===== src/rtl/toll_datapath_pkg.sv =====
// Shared definitions for the toll controller/datapath pair: FSM encoding,
// occupancy width and default fee constants.
package toll_datapath_pkg;
   typedef enum logic [1:0] {IDLE, MUL, DONE} toll_state_e;

   localparam int OCC_W       = 2;
   localparam int RATE_DEF    = 20;
   localparam int MIN_FEE_DEF = 10;
endpackage


===== src/rtl/tick_prescaler.sv =====
// Divides clk by TICK_DIV while enabled; tick marks the cycle the count wraps.
module tick_prescaler #(
   parameter int TICK_DIV = 1000
) (
   input  logic clk,
   input  logic reset_n,
   input  logic clr,
   input  logic en,
   output logic tick
);
   localparam int CW = $clog2(TICK_DIV);

   logic [CW-1:0] cnt;

   assign tick = en && !clr && (cnt == CW'(TICK_DIV - 1));

   always_ff @(posedge clk or negedge reset_n) begin
      if (!reset_n)  cnt <= '0;
      else if (clr)  cnt <= '0;
      else if (en)   cnt <= tick ? '0 : cnt + 1'b1;
   end
endmodule


===== src/rtl/toll_datapath.sv =====
// Toll datapath: parking-time counter, serial shift-add fee multiplier,
// saturating occupancy counter and barrier state.
module toll_datapath
   import toll_datapath_pkg::*;
#(
   parameter int TICK_DIV = 1000,
   parameter int TIME_W   = 16,
   parameter int FEE_W    = 16,
   parameter int RATE     = RATE_DEF,
   parameter int MIN_FEE  = MIN_FEE_DEF,
   parameter int CAPACITY = 3
) (
   input  logic              clk,
   input  logic              reset_n,
   input  logic              init,
   input  logic              count,
   input  logic              cal,
   input  logic              up,
   input  logic              down,
   input  logic              en,
   input  logic              dis,
   output logic [OCC_W-1:0]  num_veh,
   output logic              full,
   output logic [TIME_W-1:0] elapsed,
   output logic [FEE_W-1:0]  fee,
   output logic              fee_valid,
   output logic              done,
   output logic              busy,
   output logic              gate_open
);
   localparam int ACC_W = TIME_W + FEE_W;
   localparam int IDX_W = $clog2(TIME_W);

   toll_state_e       state;
   logic [TIME_W-1:0] opnd;
   logic [ACC_W-1:0]  acc, acc_nxt;
   logic [IDX_W-1:0]  idx;
   logic [FEE_W-1:0]  fee_sat;
   logic              tick;
   logic [OCC_W-1:0]  num_nxt;

   tick_prescaler #(.TICK_DIV(TICK_DIV)) u_presc (
      .clk     (clk),
      .reset_n (reset_n),
      .clr     (init),
      .en      (count),
      .tick    (tick)
   );

   always_ff @(posedge clk or negedge reset_n) begin
      if (!reset_n)                       elapsed <= '0;
      else if (init)                      elapsed <= '0;
      else if (tick && !(&elapsed))       elapsed <= elapsed + 1'b1;
   end

   always_comb begin
      acc_nxt = acc;
      if (opnd[idx]) acc_nxt = acc + (ACC_W'(RATE) << idx);
      fee_sat = (|acc_nxt[ACC_W-1:FEE_W]) ? '1 : acc_nxt[FEE_W-1:0];
   end

   // Result is published on the last MUL edge so done/fee land together in DONE.
   always_ff @(posedge clk or negedge reset_n) begin
      if (!reset_n) begin
         state     <= IDLE;
         opnd      <= '0;
         acc       <= '0;
         idx       <= '0;
         fee       <= '0;
         fee_valid <= 1'b0;
         done      <= 1'b0;
         busy      <= 1'b0;
      end else begin
         done <= 1'b0;
         case (state)
            IDLE: if (cal) begin
               opnd      <= elapsed;
               acc       <= ACC_W'(MIN_FEE);
               idx       <= '0;
               fee_valid <= 1'b0;
               busy      <= 1'b1;
               state     <= MUL;
            end
            MUL: begin
               acc <= acc_nxt;
               idx <= idx + 1'b1;
               if (idx == IDX_W'(TIME_W - 1)) begin
                  fee       <= fee_sat;
                  fee_valid <= 1'b1;
                  done      <= 1'b1;
                  state     <= DONE;
               end
            end
            DONE: begin
               busy  <= 1'b0;
               state <= IDLE;
            end
            default: state <= IDLE;
         endcase
      end
   end

   always_comb begin
      num_nxt = num_veh;
      if (up && !down && num_veh != OCC_W'(CAPACITY)) num_nxt = num_veh + 1'b1;
      if (down && !up && num_veh != '0)               num_nxt = num_veh - 1'b1;
   end

   always_ff @(posedge clk or negedge reset_n) begin
      if (!reset_n) begin
         num_veh <= '0;
         full    <= 1'b0;
      end else begin
         num_veh <= num_nxt;
         full    <= (num_nxt == OCC_W'(CAPACITY));
      end
   end

   // A full lot keeps the barrier shut unless a vehicle leaves in the same cycle.
   always_ff @(posedge clk or negedge reset_n) begin
      if (!reset_n)   gate_open <= 1'b0;
      else if (dis)   gate_open <= 1'b0;
      else if (en)    gate_open <= !(full && !down);
   end
endmodule


===== config.mk =====
export PLATFORM = sky130hd
export DESIGN_NAME = toll_datapath
export DESIGN_NICKNAME = d
export VERILOG_FILES = /design/src/rtl/toll_datapath_pkg.sv /design/src/rtl/tick_prescaler.sv /design/src/rtl/toll_datapath.sv
export SDC_FILE = /design/constraint.sdc
export NUM_CORES = 1
export LEC_CHECK = 0
export CORE_MARGIN = 2
export CORE_UTILIZATION = 55
export DETAILED_ROUTE_END_ITERATION = 10
export DONT_BUFFER_PORTS = 1
export HOLD_SLACK_MARGIN = 0.03
export PLACE_DENSITY = 0.69
export SLEW_MARGIN = 25
export SYNTH_ARGS = -nofsm -noshare
export SYNTH_HDL_FRONTEND = slang
export SYNTH_SLANG_ARGS = --single-unit

===== constraint.sdc =====
create_clock -name clk -period 4.3 [get_ports clk]
set_clock_uncertainty 0.1 [all_clocks]
set_input_delay 0.43 -clock clk [delete_from_list [all_inputs] [get_ports clk]]
set_output_delay 0.43 -clock clk [all_outputs]
set_load 0.02 [all_outputs]

==> metrics.yaml, run 1 <==
global_routing:
  antenna_found_initial: 0
  grt_max_degree: 103
  grt_pass1_wl_mm: 24.7
  overflow: 0
  grt.total_usage_pct: 26.1
  grt_pass1_vias: 5104
route:
  dr.pass1.iters: 5
  drt_wl_total_mm: 14.8
  ant_nets: 0
  drc: 0
  dr_total_vias: 5189
  viasPerCell: 6.09
  wl_per_cell_microns: 17.4
  drt_iter0_markers: 401
placement:
  routabilityCongestion: 0.911
  dp_hpwl_mm: 10.6
  io_buffers: 0
  place_inst: 832
yosys:
  seq_area_frac_synth_pct: 41.0
  synth_edf_count: 0
  syn-num-nets: 749
  netlist_area_sq_um: 6220
  synth_area_per_cell_sq_um: 8.73
  async_reset_ff_share_pct: 100
  yosys_most_used_dff: "dfrtp_1"
  synth.distinct_cells: 60
  ys_warn_count: 0
  ys_seq_elements: 102
  syn_inst: 712
clock_network:
  worstSkewPairLatency_ps: 360
  htree_levels: 3
  clockBufferDepth: 2
  cts_made_buffers: 9
  path_clk_slew_ps: 70
  post_cts.repair.setup_buffers: 0
  cts_tree: "yes"
  root_buffer: "clkbuf_16"
  clkSinkCount: 102
run_status:
  outcome: "complete, no violations"
die:
  core_area_sq_um: 10900
  die_height_microns: 110
  start_util_pct: 56.9
  rows: 38
  pin_count: 48
  die_area_sq_um: 12200
  dieWidth_microns: 110
power_and_ir_drop:
  power_density_nw_per_um2: 493
  leakage_uw: 0.00296
  vdd_drop_max_mv: 0.402
critical_path:
  crit_top_cell: "ha_1"
  arrival_ps: 4180
  worstPathRequired_ps: 4430
  slowest_stage: "a2111oi_4"
  end_kind: "flop"
  r2r_slack_ps: 250
  crit_fanout: 16
  crit_type: "flop to flop"
  max_stage_delay_ps: 570
  path_cells: "buf_4 -> ha_1 -> ha_1 -> inv_1 -> o21ai_0 -> ha_1 -> nand4_1 -> a21oi_1 -> nand2_1 -> a2111oi_4 -> o2111ai_4 -> xor2_1 -> nand3_1 -> nor4b_4 -> buf_4 -> a31oi_1"
  startpoint_type: "flop"
timing:
  clock.fmax_ghz: 0.247
  maxSlewViolCount: 0
  min_period_ps: 4050
  worst_slew_pin_slew_ps: 828
  relSlewSlack_pct: 44.1
  setup-violations-final: 0
  setup_tns_ps: 0
  period_share_pct: 94.2
  hold_viol: 0
  rsz0062_at_grt: "false"
layout:
  drive_gt1_share_pct: 7.16
  fin_cells: 852
  layout.nets: 744
  num_antenna_cells: 0
  n_fill_cell: 948
  synthToLayoutAreaGrowth_pct: 8.43
job:
  max_cap_viol_count: 0
hold_path:
  min_path_type: "primary input to flop"
per-layer routing:
metal | wire length [microns] | global-route usage, %
met4 | 374 | 7.14
met3 | 799 | 6.64
met1 | 6780 | 35.8
met2 | 6860 | 41.1
met5 | 0 | 0
Yosys cell counts (3+ instances only):
master | n | share of area, %
a31oi_1 | 23 | 2.3
nand3_1 | 25 | 2.0
nor2b_1 | 10 | 1.0
nand4_1 | 7 | 0.70
o21a_1 | 4 | 0.48
o21ai_0 | 51 | 4.1
a22o_1 | 7 | 0.99
a211oi_1 | 10 | 1.2
and2_1 | 13 | 1.3
xnor2_1 | 14 | 2.0
mux2i_1 | 11 | 1.8
nor2_1 | 74 | 4.5
o211ai_1 | 6 | 0.72
nor4_1 | 3 | 0.30
xor2_1 | 22 | 3.1
nand2b_1 | 3 | 0.30
and3_1 | 20 | 2.0
o41ai_1 | 4 | 0.56
inv_1 | 17 | 1.0
ha_1 | 27 | 5.4
nor3_1 | 12 | 0.97
clkbuf_1 | 30 | 1.8
mux4_2 | 4 | 1.4
a21oi_1 | 41 | 3.3
a21o_1 | 7 | 0.85
or3_1 | 5 | 0.50
dfrtp_1 | 102 | 41
o31ai_1 | 9 | 1.1
nand2_1 | 108 | 6.5
nand3b_1 | 3 | 0.36
o21ai_1 | 3 | 0.24
cells by family after synthesis:
logic type / count (synthesis) / synth area share, %
buf+inv: 53 / 3.48
simple gates: 292 / 21.9
fa+ha+maj: 28 / 5.75
xor+xnor: 36 / 5.07
mux: 16 / 3.40
flops: 102 / 41.0
compound gates: 185 / 19.4
cells in the final DEF (no fill, tap or decap), types with 15 or more instances in the layout:
cell,Yosys,layout
ha_1,27,27
o21ai_0,51,51
a31oi_1,23,22
nand2_1,108,108
nor2_1,74,73
dfrtp_1,102,102
xor2_1,22,22
buf_4,0,15
nand3_1,25,25
a21oi_1,41,41
and3_1,20,20
inv_1,17,17
power breakdown:
part / switching (uW) / total (uW) / internal (uW) / leakage [uW]
logic: 708 / 1150 / 446 / 0.00149
registers: 235 / 1350 / 1110 / 0.00133
clock network: 398 / 824 / 425 / 0.000149
total: 1340 / 3330 / 1990 / 0.00296
critical path, delay by kind of cell (launching register included):
| kind | cells | cell delay (ps) |
|---|---|---|
| AO/OA/AOI/OAI | 5 | 1160 |
| XOR/XNOR | 1 | 180 |
| adder cells (fa/ha/maj) | 3 | 900 |
| buffers and inverters | 3 | 490 |
| flip-flops | 1 | 380 |
| AND/OR/NAND/NOR | 4 | 710 |
metrics by stage:
step / setup slack, ps / hold slack, ps / total power, uW / cell area [sq um] / util, %
4_1_cts: 256 / 34.5 / 3340 / 6730 / 61.6
6_report: 249 / 43.7 / 3330 / 6740 / 61.7
3_3_place_gp: 270 / 37.7 / 2450 / 6360 / 58.1
2_1_floorplan: 205 / 34.4 / 2200 / 6220 / -
5_1_grt: 10.4 / 32.7 / 3560 / 6740 / 61.7
3_5_place_dp: 268 / 38.3 / 2490 / 6370 / 58.3
registers in the layout (all words and copies together), names as in the netlist:
register     count
acc             31
busy             1
done             1
elapsed         16
fee             16
fee_valid        1
full             1
gate_open        1
idx              4
num_veh          2
opnd            16
state            2
u_presc.cnt     10
repair_timing:
| action | CTS | global route |
|---|---|---|
| endpoints found under the setup margin | 0 | 16 |
| gates resized for setup | 0 | 2 |
| hold buffers | 4 | 0 |
| endpoints found under the hold margin | 120 | 0 |
area by class of cell:
| type | instances | area (sq um) | share of cell area, % |
|---|---|---|---|
| clock buffer | 10 | 239 | 3.54 |
| clock inverter | 6 | 62.6 | 0.928 |
| sequential | 102 | 2550 | 37.9 |
| tap | 140 | 175 | 2.60 |
| timing repair buffer | 20 | 181 | 2.69 |
| multi-input combinational | 557 | 3470 | 51.4 |
| inverter | 17 | 63.8 | 0.946 |
path summary, 6_finish.rpt:
path | start | endpoint | cells past startpoint
worst min register to register | acc[1] | acc[1] | 1
worst max-delay path | idx[0] | fee[12] | 16
worst max register to register | idx[0] | fee[12] | 16
min in group asynchronous | reset_n | acc[29] | 2
max in group asynchronous | reset_n | done | 2
worst min-delay path | init | elapsed[10] | 1
Note: power is estimated with default switching activity, not from simulation.
==> run 2, diff against run 1 <==
--- a/config.mk
+++ b/config.mk
@@ -7,10 +7,12 @@
 export LEC_CHECK = 0
 export CORE_MARGIN = 2
 export CORE_UTILIZATION = 55
+export CTS_CLUSTER_SIZE = 20
 export DETAILED_ROUTE_END_ITERATION = 10
 export DONT_BUFFER_PORTS = 1
 export HOLD_SLACK_MARGIN = 0.03
 export PLACE_DENSITY = 0.69
+export SKIP_LAST_GASP = 1
 export SLEW_MARGIN = 25
 export SYNTH_ARGS = -nofsm -noshare
 export SYNTH_HDL_FRONTEND = slang
==> results of run 2 <==
Same layout as run 1: the final DEF is identical, and so are final timing and power.
==> run 3, diff against run 2 <==
--- a/config.mk
+++ b/config.mk
@@ -7,13 +7,12 @@
 export LEC_CHECK = 0
 export CORE_MARGIN = 2
 export CORE_UTILIZATION = 55
-export CTS_CLUSTER_SIZE = 20
+export CTS_CLUSTER_DIAMETER = 50
 export DETAILED_ROUTE_END_ITERATION = 10
 export DONT_BUFFER_PORTS = 1
 export HOLD_SLACK_MARGIN = 0.03
 export PLACE_DENSITY = 0.69
 export SKIP_LAST_GASP = 1
-export SLEW_MARGIN = 25
 export SYNTH_ARGS = -nofsm -noshare
 export SYNTH_HDL_FRONTEND = slang
 export SYNTH_SLANG_ARGS = --single-unit
==> metrics.yaml, run 3 (synthesis gave the netlist of run 1 again) <==
layout:
  synthToLayoutAreaGrowth_pct: 8.17
  regMostFlops: "acc"
  largest_reg_flops: 31
  num_antenna_cells: 0
  seqCellArea_sq_um: 2550
  fin_area_sq_um: 6730
  multi_input_area_sq_um: 3460
  layout.nets: 744
  fin_cells: 852
  final_common_cell: "nand2_1"
  n_fill_cell: 934
  drive_gt1_share_pct: 6.88
  most-common-layout-cells: "108 x nand2_1, 102 x dfrtp_1, 74 x nor2_1, 50 x o21ai_0, 41 x a21oi_1"
clock_network:
  clkSinkCount: 102
  htree_levels: 3
  clockBufferDepth: 2
  cts_tree: "yes"
  path_clk_slew_ps: 80
  post_cts.repair.setup_buffers: 0
  root_buffer: "clkbuf_16"
  worstSkewPairLatency_ps: 350
  cts_made_buffers: 9
die:
  rows: 38
  die_area_sq_um: 12200
  core_area_sq_um: 10900
  start_util_pct: 56.9
  dieWidth_microns: 110
  die_height_microns: 110
  pin_count: 48
power_and_ir_drop:
  clock_power_share_pct: 24.3
  swShare_pct: 40.8
  leakage_uw: 0.00295
  power_density_nw_per_um2: 494
  p_sw_uw: 1360
  p_int_uw: 1970
  combPwrFrac_pct: 35.0
  power_frac_seq_pct: 40.7
  vdd_drop_max_mv: 0.439
hold_path:
  min_path_type: "primary input to flop"
  hp-start: "en"
  hold_end: "gate_open"
  hold_path_depth: 1
global_routing:
  grt_max_degree: 103
  met2_usage_pct: 42.3
  antenna_found_initial: 0
  busiest_layer: "met2"
  overflow: 0
  grt_pass1_vias: 5057
  met3_usage_pct: 5.94
  grt_pass1_wl_mm: 24.5
  use_met1_pct: 35.0
  grt.total_usage_pct: 26.0
job:
  max_cap_viol_count: 0
timing:
  maxSlewViolCount: 0
  whs_ps: 72.7
  fin_ws_ps: 284
  rsz0062_at_grt: "false"
  setup-violations-final: 0
  relSlewSlack_pct: 20.9
  period_share_pct: 93.4
  hold_viol: 0
  min_period_ps: 4020
  clock.fmax_ghz: 0.249
  worst_slew_pin_slew_ps: 1180
  setup_tns_ps: 0
route:
  dr.pass1.iters: 5
  dr_total_vias: 5196
  viasPerCell: 6.10
  ant_nets: 0
  drt_wl_total_mm: 14.8
  drc: 0
  wl_per_cell_microns: 17.4
  drt_iter0_markers: 399
critical_path:
  r2r_slack_ps: 280
  arrival_ps: 4140
  crit_fanout: 16
  worstPathRequired_ps: 4430
  rr_worst_depth: 15
  reg2reg_to: "fee[12]"
  crit_type: "flop to flop"
  rr_startpoint: "idx[0]"
  slowest_stage: "fa_1"
  max_stage_delay_ps: 440
  end_kind: "flop"
  startpoint_type: "flop"
  path_cells: "inv_1 -> ha_1 -> and2_1 -> ha_1 -> fa_1 -> a211oi_1 -> o21ai_1 -> a211oi_1 -> nand2_1 -> a311o_1 -> nor4_1 -> o32ai_1 -> nor4b_4 -> buf_4 -> a31oi_1"
placement:
  io_buffers: 0
  dp_hpwl_mm: 10.6
  pre_cts_ws_ps: 287
  place_area_sq_um: 6360
  place_inst: 831
  routabilityCongestion: 0.911
run_status:
  outcome: "complete, no violations"
[run 3: cell types whose count changed in the layout (fill, tap and decap cells not counted), sizes merged]
| cell | change |
|---|---|
| dlygate4sd3 | +1 |
| clkbuf | -1 |
| buf | -1 |
| clkinvlp | +1 |
[run 3: timing repair]
item / 4_1_cts / 5_1_grt
hold buffers: 4 / 1
resized for setup: 0 / 3
endpoints found under the setup margin: 0 / 16
hold endpoints to repair: 121 / 1
[run 3: layout make-up]
type | instances | share of cell area (%)
Clock buffer | 9 | 3.35
Clock inverter | 7 | 0.986
Inverter | 17 | 0.949
Multi-Input combinational cell | 557 | 51.5
Sequential cell | 102 | 37.9
Tap cell | 140 | 2.60
Timing Repair Buffer | 20 | 2.68
[run 3: worst max path at each step]
stage | start | endpoint | slack (ps) | cells after the start
detailed placement | idx[0] | fee[12] | 290 | 16
global placement | idx[0] | fee[13] | 270 | 16
global route | idx[0] | fee[9] | 20 | 15
floorplan | idx[0] | fee[10] | 210 | 16
CTS | idx[0] | fee[12] | 240 | 16
finish | idx[0] | fee[12] | 280 | 15
[run 3: worst max-delay path: cells and delay by family (launching register included)]
kind	cells	cell delay, ps
fa+ha+maj	3	890
simple gates	4	730
flops	1	340
buf+inv	2	340
compound gates	6	1490
[run 3: through the flow]
stage | total power, uW | utilization [%]
6_report | 3320 | 61.5
3_3_place_gp | 2450 | 58.1
2_1_floorplan | 2200 | -
5_1_grt | 3540 | 61.5
3_5_place_dp | 2490 | 58.1
4_1_cts | 3330 | 61.3
[run 3: power groups by stage]
stage / Clock, uW / Sequential, uW / Combinational [uW]
3_5_place_dp: 0 / 1370 / 1120
4_1_cts: 822 / 1350 / 1150
3_3_place_gp: 0 / 1360 / 1080
5_1_grt: 867 / 1380 / 1300
6_report: 808 / 1350 / 1160
2_1_floorplan: 0 / 1340 / 860
[run 3: metal layers]
metal | vias up | share of wire (%)
met5 | - | 0
met4 | 0 | 1.4
met3 | 13 | 4.8
met2 | 146 | 48
met1 | 2515 | 46
li1 | 2522 | -
==> RTL edit 1 (settings of run 3) <==
Reset style: synchronous (`reset_n`), changed in 5 clocked blocks.
--- a/src/rtl/tick_prescaler.sv
+++ b/src/rtl/tick_prescaler.sv
@@ -16,3 +16,3 @@
 
-   always_ff @(posedge clk or negedge reset_n) begin
+   always_ff @(posedge clk) begin
       if (!reset_n)  cnt <= '0;
--- a/src/rtl/toll_datapath.sv
+++ b/src/rtl/toll_datapath.sv
@@ -49,3 +49,3 @@
 
-   always_ff @(posedge clk or negedge reset_n) begin
+   always_ff @(posedge clk) begin
       if (!reset_n)                       elapsed <= '0;
@@ -62,3 +62,3 @@
    // Result is published on the last MUL edge so done/fee land together in DONE.
-   always_ff @(posedge clk or negedge reset_n) begin
+   always_ff @(posedge clk) begin
       if (!reset_n) begin
@@ -108,3 +108,3 @@
 
-   always_ff @(posedge clk or negedge reset_n) begin
+   always_ff @(posedge clk) begin
       if (!reset_n) begin
@@ -119,3 +119,3 @@
    // A full lot keeps the barrier shut unless a vehicle leaves in the same cycle.
-   always_ff @(posedge clk or negedge reset_n) begin
+   always_ff @(posedge clk) begin
       if (!reset_n)   gate_open <= 1'b0;
Behaviour: differs if reset_n is asserted again (counterexample within 4 cycles, from zero or initial values and one cycle with reset_n low); with reset_n held inactive, the same outputs for 10 cycles.
==> RTL edit 1 against run 3 <==
- sequential cell count unchanged
- routed wire length decreased by 3.2%
- worst hold slack got worse by 0.0054 ns
- worst setup slack got worse by 0.11 ns
- count of clock-buffer cells in the layout unchanged
- area after synthesis decreased by 3.8%
- final area decreased by 3.4%
- largest cell class unchanged
Power is not compared: it rests on default switching activity, and its combinational part moved more than twofold at a synthesized area within 25%.
==> RTL edit 1: results (changes against run 3) <==
metric,value,unit,change
drtIter0Drc,328,,-18%
pre_cts_slack,0.0361,ns,-0.251 ns
clk_pin_slew_worst_paths,0.10,ns,+0.02 ns
synthTopCellsByCount,"102 x dfxtp_1, 90 x nand2_1, 72 x nor2_1, 54 x o21ai_0, 45 x a21oi_1",,
status,"complete, no violations",,
cp_slowest_cell,or4_4,,
cts_root_buffer,clkbuf_8,,
synth_nets,782,,+4.4%
synthCells,745,,+4.6%
grt_usage,25.0,%,-0.99 points
min_to,done,,
nNetsFinal,770,,+3.5%
worstSetupStartpoint,idx[1],,
place_area,6090,sq um,-4.2%
detail_route.wl_per_cell,16.3,um,-6.0%
setup_ws,0.176,ns,-0.108 ns
clk_latency,0.39,ns,+0.04 ns
grt_pass1_wl,23200,um,-5.4%
worst_pin_slew,1.07,ns,-0.109 ns
rr_worst_depth,16,,+1
whs,0.0673,ns,-0.00539 ns
synth-adder-area-share,5.98,%,+0.23 points
cp.arrival,4.31,ns,+0.17 ns
synth_area_leaders,"dfxtp_1 34%, ha_1 5.6%, nand2_1 5.6%",,
synth_xor_xnor_area_share,5.56,%,+0.49 points
cp_max_fo,8,,-8
via_per_inst,5.99,,-1.8%
r2r-end,fee[9],,
dp.cells,853,,+2.6%
min-delay-start,reset_n,,
synthArstFlopShare,0,%,-100 points
drive_gt1_share,11.2,%,+4.4 points
==> RTL edit 1: cell count changes after synthesis, moves of 10 or more <==
cell	before	now
nand2_1	108	90
and2_1	13	25
dfxtp_1	0	102
and3_1	20	10
a31oi_1	23	6
dfrtp_1	102	0
clkbuf_1	30	42
a21boi_0	0	19
==> RTL edit 1: metal layers <==
layer / wire, um / part of all wire (%) / vias to the layer above / global-route usage, %
met2: 6840 / 48 / 148 / 41.0
met3: 716 / 5.0 / 27 / 4.64
met4: 395 / 2.8 / 0 / 11.0
met5: 0 / 0 / - / 0
li1: - / - / 2606 / -
met1: 6400 / 45 / 2476 / 32.1
==> RTL edit 1: area by class of cell <==
type / count / area [sq um]
Fill cell: 993 / 4250
Multi-Input combinational cell: 581 / 3800
Sequential cell: 102 / 2040
Timing Repair Buffer: 24 / 213
Tap cell: 140 / 175
Clock buffer: 9 / 124
Clock inverter: 7 / 80.1
Inverter: 15 / 56.3
==> RTL edit 2 (settings of run 3) <==
Made on the original files. Set the parameter `TIME_W` to 8 (it was 16).
--- a/src/rtl/toll_datapath.sv
+++ b/src/rtl/toll_datapath.sv
@@ -6,3 +6,3 @@
    parameter int TICK_DIV = 1000,
-   parameter int TIME_W   = 16,
+   parameter int TIME_W   = 8,
    parameter int FEE_W    = 16,
Interface: changed (resized elapsed); port bits go from 48 to 40. No check against the original RTL was run, so the function may have changed too.
==> RTL edit 2 against run 3 <==
- via count down 29%
- die area is 25% lower
- clock power is 37% lower
- final area down 27%
- sequential power is 19% lower
- critical path type unchanged
- power down 26%
- worst hold slack lost 0.031 ns
- sequential cell count decreased by 25
- worst setup slack improved by 0.14 ns
- largest cell class unchanged
- area after synthesis shrank 26%
- routed wire length is 30% lower
- first-iteration DRC count is 62% lower
==> RTL edit 2: results (changes against run 3) <==
metric,value,unit,change
status,"complete, no violations",,
place_congestion,0.894,,-1.8%
ys_types,67,,+12%
firstDrtPassIters,4,,-1
synth-compound-area-share,19.5,%,+0.17 points
vias,3677,,-29%
drtIter0Drc,150,,-62%
synth_xor_xnor_area_share,3.61,%,-1.5 points
grt_usage,24.0,%,-2.0 points
power.internal,1.41,mW,-28%
power_density,503,nW/um^2,+1.8%
min_to,u_presc.cnt[8],,
dp_hpwl,7160,um,-33%
min-delay-start,init,,
synth_nets,525,,-30%
grt_max_degree,78,,-24%
p_leak,2.10,nW,-29%
combPwrFrac,34.5,%,-0.5 points
p_clk,0.509,mW,-37%
ys_seq_area_share,41.8,%,+0.77 points
ys_warn_count,0,,unchanged
routed_wl,10300,um,-30%
final_cells,602,,-29%
synth_area_leaders,"dfrtp_1 42%, nand2_1 5.5%, ha_1 5.2%",,
ff2ff_setup_slack,0.43,ns,+0.14 ns
muxShareOfSynthArea,2.66,%,-0.74 points
cp.arrival,3.98,ns,-0.16 ns
cp_slowest_cell,dfrtp_1,,
cts_root_buffer,clkbuf_8,,
nNetsFinal,521,,-30%
synthCells,496,,-30%
whs,0.0412,ns,-0.0315 ns
grt_pass1_vias,3591,,-29%
critPathMaxStageDelay,0.55,ns,+0.11 ns
ir_drop,188,uV,-57%
synth-adder-area-share,5.59,%,-0.16 points
grt_pass1_wl,17100,um,-30%
drive_gt1_share,12.1,%,+5.2 points
dp.cells,582,,-30%
rr_worst_depth,12,,-3
-- RTL edit 2: changes by cell type in the layout (fill, tap and decap cells not counted), sizes merged, moves of 14 or more --
cell / change
nand2: -41
dfrtp: -25
nor2: -23
a21oi: -17
o21ai: -15
xor2: -14
-- RTL edit 2: metrics by stage --
stage                     setup slack [ns]  area (sq um)
after floorplan                       1.03          4610
after global placement               0.592          4650
after detailed placement             0.447          4650
after CTS                            0.450          4890
after global routing                 0.113          4890
final                                0.425          4890
-- RTL edit 2: final cells by class --
class | instances | area share, %
Multi-Input combinational cell | 377 | 50.8
Inverter | 18 | 1.38
Timing Repair Buffer | 9 | 1.95
Clock buffer | 9 | 2.53
Clock inverter | 7 | 1.18
Sequential cell | 77 | 39.4
Tap cell | 105 | 2.69
-- RTL edit 2: layer usage --
metal	GRT usage [%]	vias to the layer above	part of all wire (%)
met3	4.66	12	5.8
met1	30.3	1783	43
met4	8.69	0	1.3
met5	0	-	0
met2	41.0	97	50
li1	-	1785	-
